### src/rtl/axi4_burst_slave.sv
// AXI4-style incrementing-burst slave over a DEPTH-word register file with independent write and read channels.
// Define AXI4_SLV_WRAP_EN to make in-range bursts wrap modulo DEPTH instead of erroring past the end.
module axi4_burst_slave #(
    parameter int DSZ   = 8,
    parameter int ASZ   = 4,
    parameter int DEPTH = 12,
    parameter int LSZ   = 4
) (
    input  logic           clk,
    input  logic           _rst,
    input  logic [ASZ-1:0] awaddr,
    input  logic [LSZ-1:0] awlen,
    input  logic           awvalid,
    output logic           awready,
    input  logic [DSZ-1:0] wdata,
    input  logic           wvalid,
    output logic           wready,
    input  logic           wlast,
    output logic           bresp,
    output logic           bvalid,
    input  logic           bready,
    input  logic [ASZ-1:0] araddr,
    input  logic [LSZ-1:0] arlen,
    input  logic           arvalid,
    output logic           arready,
    output logic [DSZ-1:0] rdata,
    output logic           rresp,
    output logic           rlast,
    output logic           rvalid,
    input  logic           rready
);

    localparam logic [ASZ:0]   DEPTH_P = (ASZ+1)'(DEPTH);
    localparam logic [ASZ:0]   PTR_ONE = (ASZ+1)'(1);
    localparam logic [LSZ-1:0] CNT_ONE = LSZ'(1);

    typedef enum logic [1:0] {W_IDLE, W_DATA, W_RESP} w_state_t;
    typedef enum logic       {R_IDLE, R_DATA}         r_state_t;

    w_state_t w_state, w_next;
    r_state_t r_state, r_next;

    logic [DSZ-1:0] mem [DEPTH];

    logic           rst_done;
    logic [ASZ:0]   w_ptr;
    logic [LSZ-1:0] w_len, w_cnt;
    logic           w_err;
    logic [ASZ:0]   r_ptr;
    logic [LSZ-1:0] r_len, r_cnt;
    logic [DSZ-1:0] rdata_q;
    logic           rresp_q, rlast_q;

    logic           aw_hs, w_hs, ar_hs, r_hs;
    logic           r_ld;
    logic [ASZ:0]   r_ld_ptr;
    logic [LSZ-1:0] r_ld_cnt;
    logic           r_ld_last;

    function automatic logic [ASZ:0] ptr_next(input logic [ASZ:0] p);
`ifdef AXI4_SLV_WRAP_EN
        // Only an in-range pointer can hit DEPTH-1, so out-of-range starts keep counting up and keep erroring
        if (p == DEPTH_P - PTR_ONE)
            return '0;
        return p + PTR_ONE;
`else
        return p + PTR_ONE;
`endif
    endfunction

    function automatic logic [DSZ-1:0] mem_rd(input logic [ASZ:0] p);
        logic [DSZ-1:0] v;
        v = '0;
        for (int unsigned i = 0; i < DEPTH; i++)
            if (p == i[ASZ:0])
                v = mem[i];
        return v;
    endfunction

    // Holds the ready outputs low until the first edge after reset release
    always_ff @(posedge clk or negedge _rst) begin
        if (!_rst)
            rst_done <= 1'b0;
        else
            rst_done <= 1'b1;
    end

    // Write channel
    always_ff @(posedge clk or negedge _rst) begin
        if (!_rst)
            w_state <= W_IDLE;
        else
            w_state <= w_next;
    end

    always_comb begin
        w_next  = w_state;
        awready = 1'b0;
        wready  = 1'b0;
        bvalid  = 1'b0;
        bresp   = 1'b0;
        case (w_state)
            W_IDLE: begin
                awready = rst_done;
                if (awvalid && rst_done)
                    w_next = W_DATA;
            end
            W_DATA: begin
                wready = 1'b1;
                if (wvalid && (w_cnt == w_len))
                    w_next = W_RESP;
            end
            W_RESP: begin
                bvalid = 1'b1;
                bresp  = !w_err;
                if (bready)
                    w_next = W_IDLE;
            end
            default: w_next = W_IDLE;
        endcase
    end

    assign aw_hs = awvalid && awready;
    assign w_hs  = wvalid && wready;

    always_ff @(posedge clk or negedge _rst) begin
        if (!_rst) begin
            w_ptr <= '0;
            w_len <= '0;
            w_cnt <= '0;
            w_err <= 1'b0;
            for (int unsigned i = 0; i < DEPTH; i++)
                mem[i] <= '0;
        end else begin
            if (aw_hs) begin
                w_ptr <= {1'b0, awaddr};
                w_len <= awlen;
                w_cnt <= '0;
                w_err <= 1'b0;
            end
            if (w_hs) begin
                if (w_ptr < DEPTH_P) begin
                    for (int unsigned i = 0; i < DEPTH; i++)
                        if (w_ptr == i[ASZ:0])
                            mem[i] <= wdata;
                end else begin
                    w_err <= 1'b1;
                end
                if (wlast != (w_cnt == w_len))
                    w_err <= 1'b1;
                w_ptr <= ptr_next(w_ptr);
                w_cnt <= w_cnt + CNT_ONE;
            end
        end
    end

    // Read channel
    always_ff @(posedge clk or negedge _rst) begin
        if (!_rst)
            r_state <= R_IDLE;
        else
            r_state <= r_next;
    end

    always_comb begin
        r_next  = r_state;
        arready = 1'b0;
        rvalid  = 1'b0;
        case (r_state)
            R_IDLE: begin
                arready = rst_done;
                if (arvalid && rst_done)
                    r_next = R_DATA;
            end
            R_DATA: begin
                rvalid = 1'b1;
                if (rready && rlast_q)
                    r_next = R_IDLE;
            end
            default: r_next = R_IDLE;
        endcase
    end

    assign ar_hs = arvalid && arready;
    assign r_hs  = rvalid && rready;
    assign r_ld  = ar_hs || (r_hs && !rlast_q);

    // Pointer/count/last for the beat being loaded: beat 0 from AR, otherwise the successor beat
    always_comb begin
        r_ld_ptr  = {1'b0, araddr};
        r_ld_cnt  = '0;
        r_ld_last = (arlen == '0);
        if (r_state == R_DATA) begin
            r_ld_ptr  = ptr_next(r_ptr);
            r_ld_cnt  = r_cnt + CNT_ONE;
            r_ld_last = (r_ld_cnt == r_len);
        end
    end

    always_ff @(posedge clk or negedge _rst) begin
        if (!_rst) begin
            r_ptr   <= '0;
            r_len   <= '0;
            r_cnt   <= '0;
            rdata_q <= '0;
            rresp_q <= 1'b0;
            rlast_q <= 1'b0;
        end else begin
            if (ar_hs)
                r_len <= arlen;
            if (r_ld) begin
                r_ptr   <= r_ld_ptr;
                r_cnt   <= r_ld_cnt;
                rlast_q <= r_ld_last;
                if (r_ld_ptr < DEPTH_P) begin
                    rdata_q <= mem_rd(r_ld_ptr);
                    rresp_q <= 1'b1;
                end else begin
                    rdata_q <= '0;
                    rresp_q <= 1'b0;
                end
            end
        end
    end

    assign rdata = rdata_q;
    assign rresp = rresp_q;
    assign rlast = rlast_q;

endmodule

### config.mk
export PLATFORM = sky130hd
export DESIGN_NAME = axi4_burst_slave
export DESIGN_NICKNAME = d
export VERILOG_FILES = /design/src/rtl/axi4_burst_slave.sv
export SDC_FILE = /design/constraint.sdc
export NUM_CORES = 1
export LEC_CHECK = 0
export BUFFER_PORTS_ARGS = -buffer_cell sky130_fd_sc_hd__clkbuf_2
export CAP_MARGIN = 20
export CORE_MARGIN = 2
export CORE_UTILIZATION = 55
export DETAILED_ROUTE_END_ITERATION = 10
export GPL_TIMING_DRIVEN = 0
export PLACE_DENSITY_LB_ADDON = 0.1
export SYNTH_ARGS = -nofsm -noshare
export SYNTH_HDL_FRONTEND = slang
export SYNTH_SLANG_ARGS = --single-unit
### constraint.sdc
create_clock -name clk -period 2.2 [get_ports clk]
set_input_delay 0.11 -clock clk [delete_from_list [all_inputs] [get_ports clk]]
set_output_delay 0.11 -clock clk [all_outputs]
set_load 0.01 [all_outputs]
Word-level counts from Yosys, hierarchy flattened
Index checks and enable logic that the tools add are counted.
{"block": "totals", "register_bits": 137, "input_bits": 32, "wordCells": 130}
{"block": "classes", "add_sub_neg": 4, "n_lt_le_gt_ge": 2, "eq_ne": 30, "mux": 38, "n_bitwise": 1, "n_reduce_logical": 30}
{"cell": "$mux 8", "n": 13}
{"cell": "$eq 5x3->1 const B", "n": 8}
{"cell": "$eq 5x4->1 const B", "n": 8}
{"cell": "$reduce_and 3->1", "n": 13}
{"cell": "$eq 5x2->1 const B", "n": 4}
{"cell": "$mux 5", "n": 3}
{"cell": "$mux 1", "n": 14}
{"cell": "$mux 4", "n": 3}
{"cell": "$add 5x1->5 const B", "n": 2}
{"cell": "$eq 5x1->1 const B", "n": 2}
{"cell": "$logic_not 5->1", "n": 2}
{"cell": "$lt 5x4->1 const B", "n": 2}
{"cell": "$logic_and 1x1->1", "n": 9}
{"cell": "$add 4x1->4 const B", "n": 2}
{"cell": "$eq 4x4->1", "n": 2}
{"cell": "$mux 2", "n": 3}
{"cell": "$ne 2x2->1 const B", "n": 3}
{"cell": "$pmux 2 s3", "n": 1}
{"cell": "$logic_not 4->1", "n": 1}
{"cell": "$eq 2x1->1 const B", "n": 1}
{"cell": "$eq 2x2->1 const B", "n": 1}
{"cell": "$logic_not 1->1", "n": 2}
{"cell": "$logic_not 2->1", "n": 1}
{"cell": "$pmux 1 s2", "n": 1}
{"cell": "4 further kinds", "n": 4}

Depth between registers and ports, before layout
Gate-level depths: netlist of the first run.
{"block": "logic_depth", "ltp_word": 16, "mapped_depth": 10, "ltp_nobuf": 7}

Worst setup path after synthesis of the first run
Ideal clock, no wire load.
{"block": "synth_timing", "kind": "register to register", "startpoint": "reg r_ptr[1]", "endpoint": "reg rdata_q[7] (netlist: rdata[7])", "setup_ps": 134, "arrival_time_ps": 1964, "t_required_ps": 2066, "slack_ps": 102, "path_stages_with_launch": 9, "path_buffers": 1, "path_cell_list": "dfrtp_1 ha_1 mux2i_2 and3_1 buf_6 a211o_1 a32o_1 a222oi_1 o21ai_1"}
{"block": "synth_between", "elab_chain_cells": 16, "word_cells_on_any_way": 28, "cone_classes": "add/sub (1); order compare (1); eq/ne (11); mux (14); reduce/logical (1)"}
{"element": "from (decl)", "line": "49", "rtl": "logic [ASZ:0] r_ptr;"}
{"element": "from (signal assigned)", "line": "212", "rtl": "r_ptr <= r_ld_ptr;"}
{"element": "$add 5x1->5 *", "line": "67", "rtl": "return p + PTR_ONE;"}
{"element": "$mux 5 *", "line": "193", "rtl": "if (r_state == R_DATA) begin"}
{"element": "$logic_not 5->1", "line": "75", "rtl": "if (p == i[ASZ:0])"}
{"element": "$mux 8 (12 in series)", "line": "75"}
{"element": "$mux 8 *", "line": "215", "rtl": "if (r_ld_ptr < DEPTH_P) begin"}
{"element": "to (signal assigned)", "line": "216", "rtl": "rdata_q <= mem_rd(r_ld_ptr);"}
{"element": "to (decl)", "line": "51", "rtl": "logic [DSZ-1:0] rdata_q;"}
Mark *: on every way between the ends. The rest lies on a longest branch, timed or not.
A chain may end at the register's enable or synchronous reset.

Worst setup path after layout of the first run
{"block": "layout_timing", "startpoint": "reg r_ptr[0]", "endpoint": "reg rdata_q[4] (netlist: rdata[4])"}
Same word-level chain as after synthesis.

==> results of run 1 <==
-- Yosys cell counts (all sizes together), types with 5 or more instances --
master  instances  area share, %
nor2           21            1.2
o22ai           7           0.63
nand3          11           0.80
inv            10           0.54
nor2b           8           0.72
clkbuf         22            1.2
xor2           11            1.4
a222oi          5           0.72
dfrtp         137             50
ha              7            1.3
mux2          106             17
nand3b          5           0.72
nand2b          6           0.54
a22oi           6           0.65
nor3            5           0.36
o21ai          41            3.0
o221ai          5           0.63
buf            14            1.3
a21oi          29            2.3
nand2          74            4.2
o31ai           7           0.83
a32oi           7           0.89
-- power groups by stage --
stage	Combinational (W)	Sequential, W	Clock (W)
after floorplan	0.00405	0.00417	0
after global placement	0.00541	0.00430	0
after detailed placement	0.00555	0.00436	0
after CTS	0.00622	0.00434	0.00270
after global routing	0.00764	0.00451	0.00281
final	0.00716	0.00440	0.00267
-- how the worst max path moves through the flow --
stage,cells past startpoint,start,to,slack [ns]
floorplan,8,r_ptr[1]$_DFFE_PN0P_,rdata[7]$_DFFE_PN0P_,0.10
global placement,1,_rst,mem[71]$_DFFE_PN0P_,-1.14
detailed placement,7,r_ptr[1]$_DFFE_PN0P_,rdata[7]$_DFFE_PN0P_,-0.42
CTS,7,r_state$_DFF_PN0_,rdata[4]$_DFFE_PN0P_,-0.02
global route,8,r_ptr[0]$_DFFE_PN0P_,rdata[4]$_DFFE_PN0P_,-0.08
finish,7,r_ptr[0]$_DFFE_PN0P_,rdata[4]$_DFFE_PN0P_,-0.005
-- per-stage QoR --
step / power (W) / hold slack (ns) / cell area, µm² / util (%) / setup WS [ns]
finish: 0.01422 / 0.09291 / 8717 / 71.68 / -0.005194
global route: 0.01496 / 0.09952 / 8717 / 71.68 / -0.07568
CTS: 0.01327 / 0.08738 / 8426 / 69.28 / -0.01605
detailed placement: 0.009910 / 0.1497 / 7390 / 60.76 / -0.4217
global placement: 0.009716 / 0.3051 / 7353 / 60.46 / -1.137
floorplan: 0.008221 / -0.1856 / 6913 / - / 0.1020
-- sequential cells by signal, summed over array words and instances, names as in the netlist, 2 cells and up --
| register | cells |
|---|---|
| w_cnt | 4 |
| mem | 96 |
| w_ptr | 5 |
| w_state | 2 |
| r_cnt | 4 |
| w_len | 4 |
| rdata | 8 |
| r_ptr | 5 |
| r_len | 4 |
-- metal layers --
layer / part of all wire [%] / GRT usage, %
met1: 42 / 41.50
met2: 46 / 44.83
met3: 9.4 / 7.473
met4: 2.2 / 7.460
met5: 0 / 0
-- repair_timing --
action,in CTS,in global routing
hold endpoints to repair,99,0
gates resized for setup,34,40
pin swaps,8,16
buffers inserted,8,17
hold buffers,25,0
cloned,1,1
setup endpoints to repair,17,88
-- cell usage in the layout (no fill, tap or decap), types with 8 or more instances in the layout --
| cell | count |
|---|---|
| xor2_1 | 10 |
| mux2_1 | 9 |
| clkbuf_1 | 19 |
| nand2_1 | 68 |
| o21ai_1 | 8 |
| mux2_2 | 95 |
| a21oi_1 | 23 |
| clkbuf_2 | 48 |
| clkbuf_16 | 17 |
| nand3_1 | 11 |
| inv_1 | 9 |
| nor2_1 | 19 |
| o21ai_0 | 30 |
| dlygate4sd3_1 | 25 |
| buf_4 | 24 |
| dfrtp_1 | 136 |
-- critical path: stages, from the launching register on --
cell	delay (ns)
dfrtp_1	0.43
buf_6	0.18
clkbuf_2	0.21
o31a_1	0.45
o221ai_2	0.24
a21oi_2	0.11
a222oi_1	0.34
o21ai_1	0.11
-- layout make-up --
type | instances | area (µm²)
timing repair buffer | 97 | 733.2
clock buffer | 23 | 478.0
sequential | 137 | 3430
tap | 168 | 210.2
multi-input combinational | 437 | 3548
fill | 891 | 3445
clock inverter | 9 | 72.57
buffer | 34 | 205.2
inverter | 10 | 40.04
-- cell families after synthesis --
logic type | Yosys count | share of synthesized area (%)
compound gates | 149 | 15.02
other cells | 1 | 0.05425
buf+inv | 46 | 3.077
flops | 137 | 49.59
simple gates | 152 | 10.86
xor+xnor | 15 | 1.900
mux | 111 | 18.23
fa+ha+maj | 7 | 1.267
==> impl_results.md, run 1 <==
- CTS clk-pin slew, worst paths: 0.06 ns
- Maximum buffer depth of the clock tree: 2
- Initial drt markers: between 600 and 700
- H-tree level count: 4
- Fin crit share: 100.2%
- Minimum clock period: between 2 and 2.5 ns
- Placed insts: 833
- Crit Path Max Fanout: 10
- Global-route wire length before repair: 29100 µm
- Status: finished, violations left
- Non-Filler Instances: 915
- Setup WS post-layout: -0.005194 ns
- Slew Viols, Final: 0
- Die area: 13480 µm²
- Post-synth EDFFs: 0
- # DRC: 0
- DRT Pass-1 Iters: 6
- Final net count: 773
- Comb power frac: 50.3%
- Chip Height: 116.1 µm
- Setup violators final: 2
- Gr usage total: 29.05%
- Startpoint type of the worst setup path: register
- Final ANT Viol Nets: 0
- R2r worst-path depth: 7
- Post-synthesis cell count: 618
- Mapped Area: 6913 µm²
- Switching Share: roughly two fifths
- CP Class: register to register
- Hold Crit Class: input port to register
- Psw: approximately 0.0057 W
- Top_reg_cell synth: dfrtp_1
- Clk_lat worst skew: 0.43 ns
- #FFs+latches synth: 137
- Max cap viols: 0
- RR Endpoint: rdata[4]$_DFFE_PN0P_
- Layout overhead on the synthesized area: 26.10%
- Worst VDD drop: 818.7 µV
- Ant diodes: 0
- Power Density: between 1500 and 2000 nW/µm²
- CP Data Required Time: 2.49 ns
- Clock power share: a little under a fifth
- Ys async rst share: between 90% and 100%
- Worst Clk Skew: about 0.0086 ns
- Routability cong.: 0.9107
- DRT Wirelength: ~19000 µm
- CP Data Arrival Time: 2.50 ns
- Sequential power share: 30.9%
- IO Count: 48
- CTS Sinks: between 100 and 150
- Vias per Instance: 6.215
- TritonCTS clock tree: yes
- Leakage: 3.943 nW
- Post-Syn Nets: 657
- Avg Cell Area, Syn: about 11 µm²
- Register area share after synthesis: roughly half
- FF-to-FF Start: r_ptr[0]$_DFFE_PN0P_
- Wirelength per Cell: 20.72 µm
- Least-Margin Pin Slew: 0.7546 ns
- Num rows: 40
- Setup TNS: -0.007229 ns
- Total grt overflow: 0
- Share of cells above drive strength 1: 36.01%
- Slew margin rel.: 49.23%
- Library cells used by synthesis: 72
- I/O Buffers: 46
- Clk root buf: clkbuf_16
- Final Hold Fails: 0
- CTS buffer count: 17
- CP Capture Type: register
- Core Box Area: about 12000 µm²
- Internal power: 0.008497 W
- Initial antenna violation count: 0
- Starting Density: 56.84%
- Hold Crit Depth: 3
- DR vias: 5687
- Flop2flop setup slack: -0.005 ns
- DIE WIDTH: around 120 µm
- Largest net degree at the start of global routing: 70
- RSZ-0062 raised after global routing: yes
- Failing checks: setup timing
- Min-delay src: arvalid
- Post-DP HPWL: 12410 µm
- Hold path endpoint: r_len[3]$_DFFE_PN0P_
- Vias in the first global route: 5308
- Fmax: 453.5 MHz
- Synth Warn #: 0
Power figures use the tool's default switching activity.
==> inputs of run 2 (changes only) <==
ABC_CLOCK_PERIOD_IN_PS = 2200   (was unset)
CORE_MARGIN = unset   (was 2)
PLACE_DENSITY = 0.77   (was unset)
PLACE_DENSITY_LB_ADDON = unset   (was 0.1)
==> run 2 against run 1 <==
  * The run still ends with setup timing left
  * Global-route usage up 1.3 points
  * Non-clock buffer count is 1 higher
  * Core utilization rose by 0.46 points
  * Critical path depth is 1 higher
  * Worst setup slack worse by 0.067 ns
  * Via count shrank 0.18%
  * Sequential power about the same
  * Clock skew rose by 0.00066 ns
  * Flip-flop and latch count is the same
  * First-iteration DRC count decreased by 17%
  * Critical endpoint is now rdata[3]$_DFFE_PN0P_
==> impl_results.md, run 2 (same netlist as run 1, synthesis figures left out) <==
- Setup WS post-layout: -0.07183 ns (-0.06664 ns)
- DR WL met2: 8973 µm (+2.2%)
- Status: finished, violations left
- Flop2flop setup slack: -0.07 ns (-0.07 ns)
- Wirelength per Cell: 20.90 µm (+0.87%)
- Post-DP HPWL: 12190 µm (-1.8%)
- Critical path startpoint: r_ptr[0]$_DFFE_PN0P_
- Slew margin rel.: 50.68% (+1.4 points)
- Ant diodes: 0 (unchanged)
- Worst VDD drop: 658.1 µV (-20%)
- # DRC: 0 (unchanged)
- Largest net degree at the start of global routing: 77 (+10%)
- WL met1: 7812 µm (-2.0%)
- Initial antenna violation count: 0 (unchanged)
- IO Count: 48 (unchanged)
- Core Box Area: 12110 µm² (-0.41%)
- Gr usage total: 30.35% (+1.3 points)
- Failing checks: setup timing
- Max cap viols: 0 (unchanged)
- Layout overhead on the synthesized area: 26.39%
- CP Class: register to register
- CTS buffer count: 17 (unchanged)
- Die area: 13020 µm² (-3.4%)
- DR vias: 5677 (-0.18%)
- CTS clk-pin slew, worst paths: 0.06 ns (about the same)
- Starting Density: 57.08% (+0.23 points)
- DIE WIDTH: 114.1 µm (-1.7%)
- Slew Viols, Final: 0 (unchanged)
- Global-route wire length before repair: 29370 µm (+0.90%)
- Share of cells above drive strength 1: 36.33% (+0.32 points)
- Power Density: 1640 nW/µm² (+0.54%)
- Final ANT Viol Nets: 0 (unchanged)
- TritonCTS clock tree: yes
- Biggest register: mem
- I/O Buffers: 46 (unchanged)
- Setup TNS: -0.07183 ns (-0.06461 ns)
- CP Capture Type: register
- Vias per Instance: 6.211 (about the same)
- Highest Signal Layer: met4
- Commonest non-fill, non-tap cells in the layout: 136 x dfrtp_1, 96 x mux2_2, 67 x nand2_1
- Clk root buf: clkbuf_16
- Vias in the first global route: 5509 (+3.8%)
- Least-Margin Pin Slew: 0.7331 ns (-0.02148 ns)
- Initial drt markers: 529 (-17%)
- Minimum clock period: 2.272 ns (+0.06664 ns)
- Worst Clk Skew: 0.009224 ns (+0.0006593 ns)
- Maximum buffer depth of the clock tree: 2 (unchanged)
- CTS Sinks: 137 (unchanged)
- R2r worst-path depth: 8 (+1)
- Post-Place Setup Slack: -0.4680 ns (-0.04634 ns)
- Setup violators final: 1 (-1)
- Met3 routed WL: 1427 µm (-20%)
- Clk_lat worst skew: 0.43 ns (about the same)
- Placed cell area: 7390 µm² (unchanged)
- DRT Pass-1 Iters: 8 (+2)
- Hold Crit Class: input port to register
- CP Data Required Time: 2.53 ns (+0.04 ns)
- Total grt overflow: 0 (unchanged)
- Routability cong.: 0.8985 (-1.3%)
- Num rows: 40 (unchanged)
- Tot Pwr: 0.01433 W (+0.77%)
- FF-to-FF Start: r_ptr[0]$_DFFE_PN0P_
- Worst Setup EP: rdata[3]$_DFFE_PN0P_
- Final net count: 773 (unchanged)
- Leakage: 3.944 nW (about the same)
- Crit Path Max Fanout: 10 (unchanged)
- Max reg flops: 96 (unchanged)
- Chip Height: 114.1 µm (-1.7%)
- RSZ-0062 raised after global routing: yes
- RR Endpoint: rdata[3]$_DFFE_PN0P_
- DRT Wirelength: 19100 µm (+0.76%)
- Final instance area: 8737 µm² (+0.23%)
- Final Hold Fails: 0 (unchanged)
- CP Data Arrival Time: 2.60 ns (+0.10 ns)
- Fin crit share: 103.3% (+3.0 points)
- Fmax: 440.2 MHz (-2.9%)
- H-tree level count: 4 (unchanged)
- Startpoint type of the worst setup path: register
- Most common cell after layout, fill and taps aside: dfrtp_1
==> run 2: timing repair <==
action,in CTS,in global routing
hold buffers,25,0
cloned,1,0
setup buffers,7,19
pin swaps,7,17
hold endpoints to repair,92,0
setup endpoints to repair,11,80
gates resized for setup,32,51
==> run 2: routing by layer <==
layer	track usage (%)	vias to the layer above
met5	0	-
met4	16.45	0
met3	6.458	72
met2	48.24	267
met1	39.11	2822
li1	-	2516
==> run 2: worst min path at each step <==
stage | start | end | slack [ns] | cells past startpoint
after global routing | arvalid | rlast$_DFFE_PN0P_ | 0.10 | 3
after CTS | arvalid | rlast$_DFFE_PN0P_ | 0.09 | 3
final | arvalid | rlast$_DFFE_PN0P_ | 0.09 | 3
after detailed placement | _rst | r_len[0]$_DFFE_PN0P_ | 0.12 | 1
after global placement | bready | w_state[1]$_DFFE_PN0P_ | 0.31 | 2
after floorplan | _rst | mem[0]$_DFFE_PN0P_ | -0.19 | 0
==> run 2: layout make-up <==
class / count / area (µm²)
Sequential cell: 137 / 3430
Clock buffer: 24 / 491.7
Clock inverter: 7 / 66.31
Tap cell: 168 / 210.2
Timing Repair Buffer: 98 / 711.9
Multi-Input combinational cell: 436 / 3570
Buffer: 34 / 217.7
Fill cell: 870 / 3374
Inverter: 10 / 40.04
==> run 2: per-stage QoR <==
step	std cells	util (%)	hold WS (ns)
2_1_floorplan	618	-	-0.1856
3_5_place_dp	833	61.01	0.1204
3_3_place_gp	832	60.71	0.3082
6_report	914	72.14	0.09072
5_1_grt	914	72.14	0.1001
4_1_cts	897	69.39	0.08711
==> run 2: worst max-delay path, stage by stage, from the launching register on <==
cell and delay, ns:
dfrtp_1 0.41, ha_4 0.29, buf_4 0.15, o31ai_4 0.36, buf_6 0.20, a21oi_1 0.09
nor3_2 0.22, o22ai_1 0.20, a32oi_1 0.26
==> run 2: report_power, final <==
group | leakage (nW) | internal (W) | switching (W) | total [W]
Clock | 0.276 | 0.00166 | 0.00105 | 0.00271
Combinational | 1.92 | 0.00326 | 0.00395 | 0.00721
Sequential | 1.74 | 0.00363 | 0.000778 | 0.00441
